File: src/rtl/cpu_pkg.sv
// Shared definitions for the instruction/data memory arbiter: state encoding
// and the default starvation limit.
package cpu_pkg;

    typedef enum logic [2:0] {
        IDLE   = 3'd0,
        BUSY_I = 3'd1,
        BUSY_D = 3'd2,
        RESP_I = 3'd3,
        RESP_D = 3'd4
    } arbState_t;

    localparam int STARVE_MAX_DEF = 4;

endpackage

File: src/rtl/arb_starve_cnt.sv
// Saturating count of consecutive data grants made while a fetch was waiting;
// sat tells the arbiter that the fetch side must win the next contention.
module arb_starve_cnt
    import cpu_pkg::*;
#(
    parameter int STARVE_MAX = STARVE_MAX_DEF
) (
    input  logic clock,
    input  logic start,
    input  logic inc,
    input  logic clr,
    output logic sat
);

    localparam int CNT_W = (STARVE_MAX > 0) ? $clog2(STARVE_MAX + 1) : 1;
    localparam logic [CNT_W-1:0] CNT_MAX = CNT_W'(STARVE_MAX);

    logic [CNT_W-1:0] starveCnt;

    function automatic logic [CNT_W-1:0] satInc(input logic [CNT_W-1:0] cnt);
        return (cnt == CNT_MAX) ? cnt : cnt + 1'b1;
    endfunction

    always_ff @(posedge clock or negedge start) begin
        if (!start) begin
            starveCnt <= '0;
        end else if (clr) begin
            starveCnt <= '0;
        end else if (inc) begin
            starveCnt <= satInc(starveCnt);
        end
    end

    assign sat = (starveCnt == CNT_MAX);

endmodule

File: src/rtl/mem_arbiter.sv
// Arbitrates a single-port memory between an instruction fetch port and a
// data load/store port, with bounded starvation of the fetch side.
module mem_arbiter
    import cpu_pkg::*;
#(
    parameter int ADDR_W     = 32,
    parameter int STARVE_MAX = STARVE_MAX_DEF
) (
    input  logic              clock,
    input  logic              start,
    input  logic              i_req,
    input  logic [ADDR_W-1:0] i_addr,
    output logic              i_ready,
    output logic [31:0]       i_rdata,
    input  logic              d_req,
    input  logic              d_we,
    input  logic [ADDR_W-1:0] d_addr,
    input  logic [31:0]       d_wdata,
    output logic              d_ready,
    output logic [31:0]       d_rdata,
    output logic              mem_req,
    output logic              mem_we,
    output logic [ADDR_W-1:0] mem_addr,
    output logic [31:0]       mem_wdata,
    input  logic              mem_ready,
    input  logic [31:0]       mem_rdata,
    output logic              busy
);

    arbState_t         state;
    arbState_t         stateNext;
    logic              grantI;
    logic              grantD;
    logic              starveSat;
    logic [ADDR_W-1:0] addrQ;
    logic              weQ;
    logic [31:0]       wdataQ;
    logic [31:0]       iRdataQ;
    logic [31:0]       dRdataQ;

    always_comb begin
        stateNext = state;
        grantI    = 1'b0;
        grantD    = 1'b0;
        case (state)
            IDLE: begin
                // Data wins contention until the fetch side has waited STARVE_MAX grants
                if (d_req && (!i_req || !starveSat)) begin
                    grantD    = 1'b1;
                    stateNext = BUSY_D;
                end else if (i_req) begin
                    grantI    = 1'b1;
                    stateNext = BUSY_I;
                end
            end
            BUSY_I:  if (mem_ready) stateNext = RESP_I;
            BUSY_D:  if (mem_ready) stateNext = RESP_D;
            RESP_I:  stateNext = IDLE;
            RESP_D:  stateNext = IDLE;
            default: stateNext = IDLE;
        endcase
    end

    always_ff @(posedge clock or negedge start) begin
        if (!start) begin
            state <= IDLE;
        end else begin
            state <= stateNext;
        end
    end

    always_ff @(posedge clock or negedge start) begin
        if (!start) begin
            addrQ  <= '0;
            weQ    <= 1'b0;
            wdataQ <= '0;
        end else if (grantD) begin
            addrQ  <= d_addr;
            weQ    <= d_we;
            wdataQ <= d_wdata;
        end else if (grantI) begin
            addrQ  <= i_addr;
            weQ    <= 1'b0;
            wdataQ <= '0;
        end
    end

    always_ff @(posedge clock or negedge start) begin
        if (!start) begin
            iRdataQ <= '0;
            dRdataQ <= '0;
        end else begin
            if (state == BUSY_I && mem_ready) iRdataQ <= mem_rdata;
            if (state == BUSY_D && mem_ready && !weQ) dRdataQ <= mem_rdata;
        end
    end

    arb_starve_cnt #(
        .STARVE_MAX(STARVE_MAX)
    ) uStarve (
        .clock(clock),
        .start(start),
        .inc  (grantD && i_req),
        .clr  (grantI || (grantD && !i_req)),
        .sat  (starveSat)
    );

    // Handshake outputs come from the state register alone
    assign busy      = (state != IDLE);
    assign mem_req   = (state == BUSY_I) || (state == BUSY_D);
    assign mem_we    = (state == BUSY_D) && weQ;
    assign mem_addr  = mem_req ? addrQ : '0;
    assign mem_wdata = (state == BUSY_D) ? wdataQ : '0;
    assign i_ready   = (state == RESP_I);
    assign d_ready   = (state == RESP_D);
    assign i_rdata   = iRdataQ;
    assign d_rdata   = dRdataQ;

endmodule

File: config.mk
export PLATFORM = sky130hd
export DESIGN_NAME = mem_arbiter
export DESIGN_NICKNAME = d
export VERILOG_FILES = /design/src/rtl/cpu_pkg.sv /design/src/rtl/arb_starve_cnt.sv /design/src/rtl/mem_arbiter.sv
export SDC_FILE = /design/constraint.sdc
export NUM_CORES = 1
export LEC_CHECK = 0
export ABC_CLOCK_PERIOD_IN_PS = 4100
export CAP_MARGIN = 5
export CORE_AREA = 2 2 120 122
export DETAILED_ROUTE_END_ITERATION = 8
export DIE_AREA = 0 0 122 124
export PLACE_DENSITY = 0.85
export SYNTH_ARGS = -nofsm -noshare
export SYNTH_HDL_FRONTEND = slang
export SYNTH_SLANG_ARGS = --single-unit
File: constraint.sdc
create_clock -name clock -period 4.1 [get_ports clock]
set_input_delay 0.41 -clock clock [delete_from_list [all_inputs] [get_ports clock]]
set_output_delay 0.41 -clock clock [all_outputs]
set_load 0.02 [all_outputs]
==> results.tsv <==
metric	value	unit
H-tree Lvls	4	
Clock Skews	5.934	ps
Clock Power Share	0.188	
gr usage total	0.2318	
Switch Pwr	3177	uW
Max VDD drop	0.4038	mV
top cell type's share of synthesized area	0.5434	
Tmin final	3208	ps
R2R Path Start	state[2]	
Distinct cells, synth	34	
CTS Buf Count	17	
TritonRoute pass-1 iters	5	
synthesized cell area	0.006217	mm^2
cts hold-fix bufs	0	
Worst Hold Class	in -> async	
clk buf depth	2	
CP Launch Type	register	
CTS tree	built	
DR WL/cell	18.79	um
Setup-failing EPs final	0	
crit-path max FO	39	
ant diodes	0	
critical path capture point type	output port	
Post-CTS Resized	0	
Vias	5185	
switching share of power	0.3838	
DR DRC count	0	
cell taking the most area after synthesis	dfrtp_1	
r2r setup slk	1230	ps
Die H	124	um
Syn Area/Cell	12.31	um^2
Flop pwr share	0.279	
hold slack	79.30	ps
Worst-Skew Late Latency	400	ps
pin count of the biggest net entering global routing	99	
fill cell count	965	
first-pass GRT wire length	27150	um
total congestion overflow	0	
Finished Cell Area	0.009547	mm^2
YS warnings	0	
core area	0.01372	mm^2
Leakage	0.004151	uW
routability cong.	0.8383	
final hold vios	0	
maxcap violations	0	
Syn Nets	641	
RSZ-0062 raised after global routing	false	
layout cell share with drive strength beyond 1	0.1490	
CP arrival	2800	ps
Required @ worst endpoint	3690	ps
Reg2Reg Depth	4	
FP Rows	43	
Synth area leaders	dfrtp_1, mux2_4, mux2_2	
I/O pin total	267	
pwr/cell area	867.1	mW/mm^2
CTS clk-pin slew, worst paths	60	ps
setup TNS	0	ps
starting density of the core	0.4532	
slew of the pin with the lowest slew margin	1154	ps
Slew HR	0.2277	
number of clock sinks	135	
FF+latch area	0.003378	mm^2
status	finished clean	
fmax	311.7	MHz
Die W	122	um
# port buffers	266	
Post-synth ARST share	1.000	
Area Growth Syn to Fin	53.55	%
final worst slack	891.7	ps
Setup WS pre-CTS	1240	ps
area post-placement	0.008916	mm^2
r2r endpoint	d_rdata[16]	
crit path kind	reg -> out	
synthesis-stage register bit count	135	
Iter 0 DRT Violations	421	
Combinational Power Share	0.533	
EDFF count, synth	0	
CP Capture Point	mem_wdata[27]	
# Post-CTS Setup Buffers	0	
DRT antenna net count	0	
Die ar.	0.01513	mm^2
CP startpoint	state[2]	
Post-DP HPWL	12200	um
initial antenna violation count	0	
vias in the first global route	5303	
CTS Root Buffer Type	clkbuf_16	
multi-input logic area	0.002450	mm^2
Syn Inst Count	505	
Period Utilization, post-route	0.7825	
nets	888	
Power Internal	5101	uW
Synth Flop Type	dfrtp_1	
Slew Limit Fails	0	
sequential-to-total area share from yosys stat	0.5434	
vias per std cell	5.487	
drt total wl	17760	um
[cells in the final DEF, fill, tap and decap left out, types with 3 or more instances in the layout]
cell type / count
a221oi_1: 32
a22o_1: 35
and2_1: 35
buf_4: 9
bufinv_16: 3
clkbuf_16: 17
clkdlybuf4s50_1: 265
clkinv_4: 4
clkinvlp_4: 4
dfrtp_1: 135
inv_1: 34
mux2_2: 32
mux2_4: 30
nor2_1: 35
nor2b_1: 4
nor3_1: 32
nor4b_1: 30
[per-layer routing]
layer / part of all wire / track usage / wire (um) / up-vias
met3: 0.075 / 0.06319 / 1331 / 43
met1: 0.40 / 0.2785 / 7130 / 2542
li1: - / - / - / 2300
met2: 0.50 / 0.4008 / 8871 / 300
met5: 0 / 0 / 0 / -
met4: 0.024 / 0.08405 / 422 / 0
[Yosys cell counts (4+ instances only)]
cell type / n
nor2_1: 35
and2_1: 35
buf_4: 8
a221oi_1: 32
dfrtp_1: 135
buf_2: 7
nor3_1: 32
mux2_4: 30
nor2b_1: 4
inv_1: 34
a22o_1: 35
buf_6: 7
clkbuf_1: 25
mux2_2: 32
nor4b_1: 30
[how the worst min path moves through the flow]
stage	cells after the start	startpoint	endpoint	slack, ps
finish	1	start	d_rdata[17]	80
global route	1	start	d_rdata[17]	140
CTS	1	start	d_rdata[19]	110
detailed placement	1	wdataQ[2]	wdataQ[2]	470
global placement	1	i_rdata[7]	i_rdata[7]	470
floorplan	0	start	addrQ[0]	110
[per-stage QoR]
stage                       util  instances  total power, uW
final                     0.6959        945             8278
after global routing      0.6959        945             8714
after CTS                 0.6948        944             8337
after detailed placement  0.6499        912             6722
after global placement    0.6499        912             6579
after floorplan                -        505             4842
[area by class of cell]
type | instances | share of cell area
Clock buffer | 18 | 0.04600
Sequential cell | 135 | 0.3539
Multi-Input combinational cell | 287 | 0.2566
Timing Repair Buffer | 276 | 0.2877
Inverter | 35 | 0.01376
Tap cell | 180 | 0.02359
Clock inverter | 14 | 0.01848
[critical path, stage by stage (launching register included)]
cell,delay [ps]
dfrtp_1,360
buf_4,260
nor3b_4,890
and2_1,260
clkdlybuf4s50_1,610
[sequential cells by signal, indices dropped and copies added, names as in the netlist]
register / cells
weQ: 1
uStarve.starveCnt: 3
d_rdata: 32
addrQ: 32
wdataQ: 32
i_rdata: 32
state: 3
[cell families after synthesis]
kind of cell    synth area share
compound gates            0.1046
fa+ha+maj               0.004024
flops                     0.5434
xor+xnor                0.001409
buf+inv                  0.06500
simple gates              0.1475
mux                       0.1340
[power by group through the flow]
| stage | combinational (uW) | clock, uW | sequential, uW |
|---|---|---|---|
| global placement | 4300 | 0 | 2280 |
| CTS | 4440 | 1590 | 2310 |
| detailed placement | 4410 | 0 | 2320 |
| floorplan | 2220 | 0 | 2620 |
| finish | 4410 | 1560 | 2310 |
| global route | 4680 | 1650 | 2380 |
Note: power is estimated with default switching activity, not from simulation.
